`src/rtl/fpcvt_pkg.sv`:
```
// Shared types and constants for the 12-bit fixed to 8-bit float conversion sequencer.
package fpcvt_pkg;
  localparam int IN_W  = 12;
  localparam int EXP_W = 3;
  localparam int SIG_W = 4;

  localparam logic [EXP_W-1:0] EXP_MAX = 3'd7;
  localparam logic [SIG_W-1:0] SIG_MAX = 4'b1111;

  typedef enum logic [2:0] {IDLE, MAG, NORM, ROUND, OUT} state_e;
endpackage

```
`src/rtl/fpcvt_round_step.sv`:
```
// Round-half-up of the normalized significand, with exponent carry and saturation at the top.
module fpcvt_round_step import fpcvt_pkg::*; (
  input  logic [EXP_W-1:0] e_i,
  input  logic [SIG_W-1:0] f_i,
  input  logic             fifth_i,
  output logic [EXP_W-1:0] exp_o,
  output logic [SIG_W-1:0] sig_o
);
  always_comb begin
    exp_o = e_i;
    sig_o = f_i;
    if (fifth_i) begin
      if (f_i != SIG_MAX) begin
        sig_o = f_i + SIG_W'(1);
      end else if (e_i != EXP_MAX) begin
        // 1111 + 1 overflows: renormalize to 1000 one octave up
        sig_o = {1'b1, {(SIG_W-1){1'b0}}};
        exp_o = e_i + EXP_W'(1);
      end else begin
        sig_o = SIG_MAX;
        exp_o = EXP_MAX;
      end
    end
  end
endmodule

```
`src/rtl/fpcvt_seq_ctrl.sv`:
```
// Multi-cycle sequencer: accept sample, take magnitude, normalize one bit per cycle,
// round, then hold the packed float until the consumer takes it.
module fpcvt_seq_ctrl import fpcvt_pkg::*; #(
  parameter int IN_W  = 12,
  parameter int EXP_W = 3,
  parameter int SIG_W = 4
) (
  input  logic             clk,
  input  logic             rst,
  input  logic             in_valid,
  output logic             in_ready,
  input  logic [IN_W-1:0]  d_in,
  output logic             out_valid,
  input  logic             out_ready,
  output logic             sign,
  output logic [EXP_W-1:0] exp,
  output logic [SIG_W-1:0] sig,
  output logic             busy
);
  localparam int MAG_W = IN_W - 1;

  state_e           state_q, state_d;
  logic [IN_W-1:0]  din_q, din_d;
  logic             sgn_q, sgn_d;
  logic [MAG_W-1:0] sh_q, sh_d;
  logic [EXP_W-1:0] e_q, e_d;
  logic             sign_q, sign_d;
  logic [EXP_W-1:0] exp_q, exp_d;
  logic [SIG_W-1:0] sig_q, sig_d;

  logic [IN_W-1:0]  neg;
  logic [MAG_W-1:0] mag;
  logic [EXP_W-1:0] rnd_exp;
  logic [SIG_W-1:0] rnd_sig;

  assign neg = -din_q;

  // The most negative sample has no positive 11-bit counterpart; clamp it.
  always_comb begin
    mag = sgn_q ? neg[MAG_W-1:0] : din_q[MAG_W-1:0];
    if (din_q == {1'b1, {MAG_W{1'b0}}}) mag = '1;
  end

  fpcvt_round_step u_round (
    .e_i     (e_q),
    .f_i     (sh_q[MAG_W-1 -: SIG_W]),
    .fifth_i (sh_q[MAG_W-1-SIG_W]),
    .exp_o   (rnd_exp),
    .sig_o   (rnd_sig)
  );

  always_ff @(posedge clk) begin
    if (rst) begin
      state_q <= IDLE;
      din_q   <= '0;
      sgn_q   <= 1'b0;
      sh_q    <= '0;
      e_q     <= '0;
      sign_q  <= 1'b0;
      exp_q   <= '0;
      sig_q   <= '0;
    end else begin
      state_q <= state_d;
      din_q   <= din_d;
      sgn_q   <= sgn_d;
      sh_q    <= sh_d;
      e_q     <= e_d;
      sign_q  <= sign_d;
      exp_q   <= exp_d;
      sig_q   <= sig_d;
    end
  end

  always_comb begin
    state_d = state_q;
    din_d   = din_q;
    sgn_d   = sgn_q;
    sh_d    = sh_q;
    e_d     = e_q;
    sign_d  = sign_q;
    exp_d   = exp_q;
    sig_d   = sig_q;
    case (state_q)
      IDLE: if (in_valid) begin
        din_d   = d_in;
        sgn_d   = d_in[IN_W-1];
        state_d = MAG;
      end
      MAG: begin
        sh_d    = mag;
        e_d     = EXP_MAX;
        state_d = NORM;
      end
      NORM: begin
        if (sh_q[MAG_W-1] || e_q == '0) begin
          state_d = ROUND;
        end else begin
          sh_d = {sh_q[MAG_W-2:0], 1'b0};
          e_d  = e_q - EXP_W'(1);
        end
      end
      ROUND: begin
        sign_d  = sgn_q;
        exp_d   = rnd_exp;
        sig_d   = rnd_sig;
        state_d = OUT;
      end
      OUT: if (out_ready) state_d = IDLE;
      default: state_d = IDLE;
    endcase
  end

  assign in_ready  = (state_q == IDLE);
  assign out_valid = (state_q == OUT);
  assign busy      = (state_q == MAG) || (state_q == NORM) || (state_q == ROUND);
  assign sign      = sign_q;
  assign exp       = exp_q;
  assign sig       = sig_q;
endmodule

```
`config.mk`:
```
export PLATFORM = sky130hd
export DESIGN_NAME = fpcvt_seq_ctrl
export DESIGN_NICKNAME = d
export VERILOG_FILES = /design/src/rtl/fpcvt_pkg.sv /design/src/rtl/fpcvt_round_step.sv /design/src/rtl/fpcvt_seq_ctrl.sv
export SDC_FILE = /design/constraint.sdc
export NUM_CORES = 1
export LEC_CHECK = 0
export CORE_UTILIZATION = 52
export DETAILED_ROUTE_END_ITERATION = 16
export GPL_TIMING_DRIVEN = 0
export PLACE_DENSITY = 0.74
export SYNTH_ARGS = -nofsm -noshare
export SYNTH_HDL_FRONTEND = slang
export SYNTH_HIERARCHICAL = 1
export SYNTH_SLANG_ARGS = --single-unit
```
`constraint.sdc`:
```
create_clock -name clk -period 5.5 [get_ports clk]
set_input_delay 0.55 -clock clk [delete_from_list [all_inputs] [get_ports clk]]
set_output_delay 0.55 -clock clk [all_outputs]
set_load 0.02 [all_outputs]
```
== Word level (Yosys, flattened, before mapping) ==
Cells that the tools add are included.
W data, S select, Z words.

* Add/subtract/negate cells: 4
* Equality and inequality tests: 11
* Muxes and demuxes: 16
* Reductions and logical operators: 9

{| class="wikitable"
|+ Operator list
! kind !! count
|-
| $mux W11 || 3
|-
| $mux W3 || 8
|-
| $pmux W11 S2 || 1
|-
| $pmux W3 S5 || 1
|-
| $eq A12 B12 Y1 const B || 1
|-
| $neg A11 Y11 || 1
|-
| $mux W4 || 2
|-
| $eq A3 B2 Y1 const B || 2
|-
| $logic_not A3 Y1 || 2
|-
| $ne A2 B2 Y1 const B || 3
|-
| $pmux W3 S2 || 1
|-
| $add A4 B1 Y4 const B || 1
|-
| $ne A4 B4 Y1 const B || 1
|-
| $reduce_and A2 Y1 || 2
|-
| $add A3 B1 Y3 const B || 1
|-
| $eq A3 B1 Y1 const B || 1
|-
| $eq A3 B3 Y1 const B || 1
|-
| $logic_or A1 B1 Y1 || 3
|-
| $ne A3 B3 Y1 const B || 1
|-
| $reduce_and A3 Y1 || 1
|-
| $sub A3 B1 Y3 const B || 1
|-
| $ne A2 B1 Y1 const B || 1
|-
| $reduce_bool A2 Y1 || 1
|}

* Register bits after elaboration: 38
* Output and inout bits: 11
* Logic and storage cells: 48

== Logic depth before layout (Yosys ltp) ==
Gate-level depths: netlist (run 1).

* Depth after elaboration: 4
* Depth in mapped cells: 8
* Gate-level depth less buffers: 7

== Hierarchy ==
Netlist (run 1), hierarchy kept.

{| class="wikitable"
|+ By module, submodules not included
! module !! times used !! cells each !! area an instance (sq um)
|-
| fpcvt_seq_ctrl || 1 || 201 || 1765.4
|-
| fpcvt_round_step || 1 || 26 || 173.9
|}

== Least setup slack after synthesis (run 1) ==
Ideal clock, no wire load.

* Kind: reg2reg
* Start point: reg e_q[0]
* End point: reg sh_q[9]
* Arrival: 1973 ps
* Data required time: 5397 ps
* Slack: 3424 ps
* Cell stages (with the launch flop): 9
* Path buffers: 1
* Period minus slack after synthesis: 2076 ps
* Cell sequence: dfxtp_1 -> inv_1 -> ha_1 -> ha_1 -> or4b_4 -> a21oi_2 -> buf_4 -> nor2_1 -> a2111oi_2

* Word-level cells in the longest chain between the ends: 4

{| class="wikitable"
|+ Ends and longest elaborated chain
! what !! line !! source
|-
| start: declaration || fpcvt_seq_ctrl.sv:26 || <nowiki>logic [EXP_W-1:0] e_q, e_d;</nowiki>
|-
| start signal: assignment || fpcvt_seq_ctrl.sv:58 || <nowiki>e_q <= '0;</nowiki>
|-
| start signal: assignment || fpcvt_seq_ctrl.sv:67 || <nowiki>e_q <= e_d;</nowiki>
|-
| $logic_not A3 Y1 || fpcvt_seq_ctrl.sv:95 || <nowiki>if (sh_q[MAG_W-1] || e_q == '0) begin</nowiki>
|-
| $logic_or A1 B1 Y1 || fpcvt_seq_ctrl.sv:95 ||
|-
| $ne A2 B2 Y1 (no source line) || - ||
|-
| $reduce_and A2 Y1 (no source line) || - ||
|-
| end signal: assignment || fpcvt_seq_ctrl.sv:57 || <nowiki>sh_q <= '0;</nowiki>
|-
| end signal: assignment || fpcvt_seq_ctrl.sv:66 || <nowiki>sh_q <= sh_d;</nowiki>
|-
| end: declaration || fpcvt_seq_ctrl.sv:25 || <nowiki>logic [MAG_W-1:0] sh_q, sh_d;</nowiki>
|}

No other way between the ends.
A chain may end at the register's enable or synchronous reset.

== Final worst setup path (run 1) ==
* Start point: reg state_q[2]
* End point: out out_valid

* Word-level cells in the longest chain between the ends: 1

{| class="wikitable"
|+ Ends and longest elaborated chain
! what !! line !! source
|-
| start: declaration || fpcvt_seq_ctrl.sv:22 || <nowiki>state_e state_q, state_d;</nowiki>
|-
| start signal: assignment || fpcvt_seq_ctrl.sv:63 || <nowiki>state_q <= state_d;</nowiki>
|-
| $eq A3 B3 Y1 || fpcvt_seq_ctrl.sv:114 || <nowiki>assign out_valid = (state_q == OUT);</nowiki>
|-
| end: declaration || fpcvt_seq_ctrl.sv:13 || <nowiki>output logic out_valid,</nowiki>
|}

No other way between the ends.

==> results of run 1 <==
placed cells by master, fill, tap and decap left out, types with 3 or more instances in the layout:
| cell | Yosys | routed |
|---|---|---|
| a2111oi_2 | 9 | 9 |
| a211oi_1 | 3 | 3 |
| a21oi_1 | 19 | 19 |
| and2_1 | 3 | 3 |
| clkbuf_1 | 9 | 12 |
| clkbuf_8 | 0 | 5 |
| clkdlybuf4s50_1 | 0 | 25 |
| dfxtp_1 | 37 | 37 |
| ha_1 | 5 | 5 |
| inv_1 | 8 | 8 |
| mux2i_1 | 12 | 12 |
| nand2_1 | 27 | 27 |
| nand2b_1 | 3 | 3 |
| nor2_1 | 41 | 41 |
| nor3_1 | 3 | 3 |
| o21ai_0 | 7 | 7 |
| o21ai_1 | 3 | 3 |
| o41ai_1 | 3 | 3 |
| xnor2_1 | 4 | 4 |
| xor2_1 | 6 | 6 |
kinds of logic (layout without fill, tap and decap cells):
kind of cell | count (synthesis) | after routing | synth area share (%)
multiplexers | 12 | 12 | 6.19
AO/OA/AOI/OAI | 49 | 49 | 20.0
AND/OR/NAND/NOR | 91 | 91 | 22.5
adder cells (fa/ha/maj) | 5 | 5 | 3.23
XOR/XNOR | 10 | 10 | 4.52
flip-flops | 37 | 37 | 38.2
buffers and inverters | 23 | 56 | 5.35
metal layers:
| metal | global-route usage, % | vias up |
|---|---|---|
| met1 | 25.2 | 759 |
| met3 | 3.80 | 10 |
| met4 | 11.9 | 0 |
| met2 | 38.6 | 24 |
| met5 | 0 | - |
| li1 | - | 846 |
report_power, final:
group          total, mW  switching, mW  internal (mW)
combinational      0.232          0.126          0.106
clock              0.185         0.0946         0.0900
sequential         0.332         0.0307          0.301
total              0.748          0.251          0.497
final timing paths:
| check | start | to | slack [ps] | cells after the start |
|---|---|---|---|---|
| hold reg to reg | din_q[0] | din_q[0] | 470 | 2 |
| setup reg to reg | e_q[0] | sh_q[3] | 3260 | 8 |
| hold / removal | din_q[0] | din_q[0] | 470 | 2 |
| setup / recovery | state_q[2] | out_valid | 3010 | 3 |
area by class of cell:
type                       instances  area (um^2)  area share [%]
buffer                            15         73.8            3.17
sequential                        37          741            31.8
inverter                           8         30.0            1.29
tap                               46         57.6            2.47
clock buffer                       8         80.1            3.44
multi-input combinational        167         1090            47.0
timing repair buffer              25          250            10.8
worst reg2reg max path, stage by stage (launching register included):
cell,delay (ps)
dfxtp_1,410
inv_1,70
ha_1,190
ha_1,190
or4b_4,510
a21oi_2,190
buf_4,190
nor2_1,60
a2111oi_2,320
stage by stage:
step / std cells / hold WS (ps)
2_1_floorplan: 227 / 445
3_3_place_gp: 298 / 466
3_5_place_dp: 298 / 463
4_1_cts: 306 / 473
5_1_grt: 306 / 509
6_report: 306 / 472
state kept, by name (all words and copies together) (netlist names):
register,flops
sig,4
sh_q,11
din_q,12
state_q,3
exp,3
sign,1
e_q,3
==> results.yml, run 1 <==
yosys:
  synth.net_count: 248
  ys_warn_count: 6
  yosysUniqueCellTypes: 38
  synth_cells: 227
  synth_area_leaders: "dfxtp_1, nor2_1, a2111oi_2"
  netlist_area_mm2: 0.00194
  ys_top_cells_by_count: "nor2_1, dfxtp_1, nand2_1"
  synth_seq_area_share_pct: 38.2
  yosys_register_bits: 37
  synth_ff_type: "dfxtp_1"
  synth_edf_count: 0
  yosysMostFrequentCell: "nor2_1"
  yosysTopAreaCell: "dfxtp_1"
  postSynth.asyncResetShare_pct: 0
  synth.top_cell.area_share_pct: 38.2
  avgSynthCellArea_um2: 8.54
sta:
  finalSetupTns_ps: 0
  grt_setup_unrepaired: "no"
  timing.final.max_slew_violations: 0
  post-route-min-period_ps: 2490
  hold_violations: 0
  tightest_slew_ps: 743
  final-setup-viol-count: 0
  fin_ws_ps: 3010
  slew_headroom_pct: 50.5
  finClkSkew_ps: 4.74
  min_period_over_period_pct: 45.3
  max_freq_mhz: 402
clock_network:
  cts_tree: "yes"
  numCtsBuffers: 5
  cts_resized: 0
  htreeDepth: 2
  holdBufCountCts: 0
  clk_path_buf_depth: 2
  cts_setup_buffers: 0
  clock_latency_ps: 300
  clkTransAtPathRegs_ps: 70
  clock-sinks: 37
  root_buffer: "clkbuf_8"
worst_setup_path:
  cpPeakStageDelay_ps: 620
  path_class: "register to output pin"
  worstSetupStartpointType: "register"
  arrival_ps: 1940
  required_ps: 4950
  path_max_fanout: 10
  endpoint_kind: "output pin"
  crit_chain: "buf_1 > and2_1 > clkdlybuf4s50_1"
  crit_buf_inv: 2
  cp_top_family: "buffers and inverters"
  critPathSlowestCell: "clkdlybuf4s50_1"
detailed_routing:
  drtPass1Iterations: 4
  drt-wirelength-per-cell_um: 12.8
  dr_wl_met3_um: 98
  route.met2.wl_mm: 1.94
  drc_errors: 0
  top_layer: "met4"
  drt_iter0_markers: 103
  antenna_left: 0
  drt-total-wl_mm: 3.91
  via_per_inst: 5.36
  drt-met1-wl_mm: 1.77
  vias: 1639
floorplan:
  core_mm2: 0.00344
  dieHeight_um: 63.1
  start_util_pct: 56.3
  die_area_mm2: 0.00398
  design.portCount: 27
  num_rows: 21
  die_width_um: 63.1
layout:
  nFillCells: 312
  area_delta_synth_final_pct: 20.0
  diodes: 0
  utilization_pct: 67.6
  drive_gt1_share_pct: 10.0
  nets: 280
  postLayoutCellArea_mm2: 0.00233
power_and_ir_drop:
  finalPower_mw: 0.748
  p_leak_nw: 0.906
  ir_drop_uv: 179
  pwr_density_cell_mw_per_mm2: 322
global_route:
  grt_overflow_total: 0
  grt_max_degree: 11
  antenna_found_initial: 0
  track_usage_pct: 22.0
  grt_pass1_vias: 1508
  grt_pass1_wl_mm: 6.75
placed_design:
  placed_area_mm2: 0.00225
  io_buffers: 25
  place_congestion: 0.785
  hpwl_mm: 2.86
  place_ws_ps: 3270
run_status:
  outcome: "completed"
min_path:
  worst_hold_path_type: "register to register"
flow_run:
  drv_cap: 0
Power figures use the tool's default switching activity.
==> run 2: changes to the inputs <==
==> constraint.sdc (replaced) <==
create_clock -name clk -period 2.4 [get_ports clk]
set_input_delay 0.24 -clock clk [delete_from_list [all_inputs] [get_ports clk]]
set_output_delay 0.24 -clock clk [all_outputs]
set_load 0.02 [all_outputs]
==> results of run 2 <==
The final DEF is identical to that of run 1. Status: completed.
Among the figures that moved: setup slack after placement 3270 ps -> 168 ps; setup slack after layout 3010 ps -> 164 ps; start point of the critical path state_q[2] -> e_q[0]; end point of the critical path out_valid -> sh_q[3]; register-to-register setup slack 3260 ps -> 160 ps; total power 0.748 mW -> 1.71 mW; worst IR drop on VDD 179 uV -> 410 uV
==> run 3: changes to the inputs <==
--- a/config.mk
+++ b/config.mk
@@ -5,10 +5,11 @@
 export SDC_FILE = /design/constraint.sdc
 export NUM_CORES = 1
 export LEC_CHECK = 0
-export CORE_UTILIZATION = 52
+export CAP_MARGIN = 20
+export CORE_UTILIZATION = 50
 export DETAILED_ROUTE_END_ITERATION = 16
 export GPL_TIMING_DRIVEN = 0
-export PLACE_DENSITY = 0.74
+export PLACE_DENSITY = 0.72
 export SYNTH_ARGS = -nofsm -noshare
 export SYNTH_HDL_FRONTEND = slang
 export SYNTH_HIERARCHICAL = 1
==> run 3 against run 2 <==
Routed wire length fell by 3.4%. Register-to-register slack about the same. Hold slack better by 9.4 ps. Die area rose by 3.9%.
==> results.yml, run 3 (synthesized netlist as in run 1, its figures left out) <==
detailed_routing:
  drt_iter0_markers: 93
  via_per_inst: 5.17
  drt-wirelength-per-cell_um: 12.3
  drtPass1Iterations: 4
  drc_errors: 0
  drt-total-wl_mm: 3.78
  vias: 1593
  antenna_left: 0
layout:
  utilization_pct: 63.2
  drive_gt1_share_pct: 10.0
  finalNonFillerCells: 308
  nets: 280
  nFillCells: 342
  final_cell_mix: "nor2_1, dfxtp_1, nand2_1"
  largest_reg_flops: 12
  mostFrequentLayoutCell: "nor2_1"
  area_delta_synth_final_pct: 20.1
  top_register: "din_q"
  diodes: 0
sta:
  finalSetupTns_ps: 0
  grt_setup_unrepaired: "no"
  max_freq_mhz: 447
  finClkSkew_ps: 3.68
  post-route-min-period_ps: 2240
  tightest_slew_ps: 738
  holdWs_ps: 482
  min_period_over_period_pct: 93.1
  timing.final.max_slew_violations: 0
  fin_ws_ps: 165
  slew_headroom_pct: 50.8
  final-setup-viol-count: 0
  hold_violations: 0
clock_network:
  cts_setup_buffers: 0
  cts_tree: "yes"
  holdBufCountCts: 0
  root_buffer: "clkbuf_8"
  numCtsBuffers: 5
  clkTransAtPathRegs_ps: 70
  htreeDepth: 2
  clock_latency_ps: 290
  clock-sinks: 37
  clk_path_buf_depth: 2
  cts_resized: 0
placed_design:
  place_ws_ps: 164
  place_congestion: 0.788
  hpwl_mm: 2.78
  io_buffers: 25
  place_inst: 300
worst_setup_path:
  worstSetupStartpointType: "register"
  path_max_fanout: 10
  r2r_slack_ps: 160
  arrival_ps: 2380
  endpoint_kind: "register"
  required_ps: 2550
  path_class: "register to register"
power_and_ir_drop:
  ir_drop_uv: 445
  p_leak_nw: 0.906
  pwr_density_cell_mw_per_mm2: 738
global_route:
  grt_pass1_vias: 1435
  track_usage_pct: 20.6
  grt_pass1_wl_mm: 6.43
  grt_overflow_total: 0
  antenna_found_initial: 0
  grt_max_degree: 11
flow_run:
  drv_cap: 0
floorplan:
  design.portCount: 27
  core_mm2: 0.00369
  die_area_mm2: 0.00413
  die_width_um: 64.3
  num_rows: 22
  start_util_pct: 52.6
  dieHeight_um: 64.3
run_status:
  outcome: "completed"
min_path:
  worst_hold_path_type: "register to register"
## run 3: metrics by stage
step           power (mW)  instance area, um^2
6_report             1.72                 2330
5_1_grt              1.82                 2330
4_1_cts              1.72                 2330
3_5_place_dp         1.31                 2250
3_3_place_gp         1.30                 2250
2_1_floorplan        1.17                 1940
## run 3: layout make-up
type | count | area [um^2] | area share, %
Tap cell | 48 | 60.1 | 2.58
Timing Repair Buffer | 25 | 250 | 10.7
Multi-Input combinational cell | 167 | 1090 | 47.0
Clock buffer | 8 | 80.1 | 3.44
Sequential cell | 37 | 741 | 31.8
Inverter | 8 | 30.0 | 1.29
Buffer | 15 | 73.8 | 3.17
## run 3: where the power goes
group          total [mW]  switching, mW  internal [mW]
Sequential          0.760         0.0703          0.689
Combinational       0.531          0.287          0.244
Clock               0.428          0.221          0.207
## run 3: layer usage
| metal | vias to the layer above | global-route usage, % | wire [um] |
|---|---|---|---|
| met4 | 0 | 10.0 | 51 |
| met5 | - | 0 | 0 |
| met3 | 5 | 4.82 | 127 |
| met1 | 711 | 24.0 | 1790 |
| met2 | 33 | 35.0 | 1810 |
| li1 | 844 | - | - |
## run 3: final timing paths
kind	from	to	cells after the start
worst max register to register	e_q[0]	sh_q[0]	8
worst max-delay path	e_q[0]	sh_q[0]	8
worst min-delay path	din_q[0]	din_q[0]	2
worst min register to register	din_q[0]	din_q[0]	2
## run 3: worst max-delay path, cell delays in order (launching register included)
cell and delay [ps]:
dfxtp_1 410, inv_1 60, ha_1 190, ha_1 190
or4b_4 500, or2_1 240, clkbuf_1 230, a21oi_1 210
a211oi_1 60
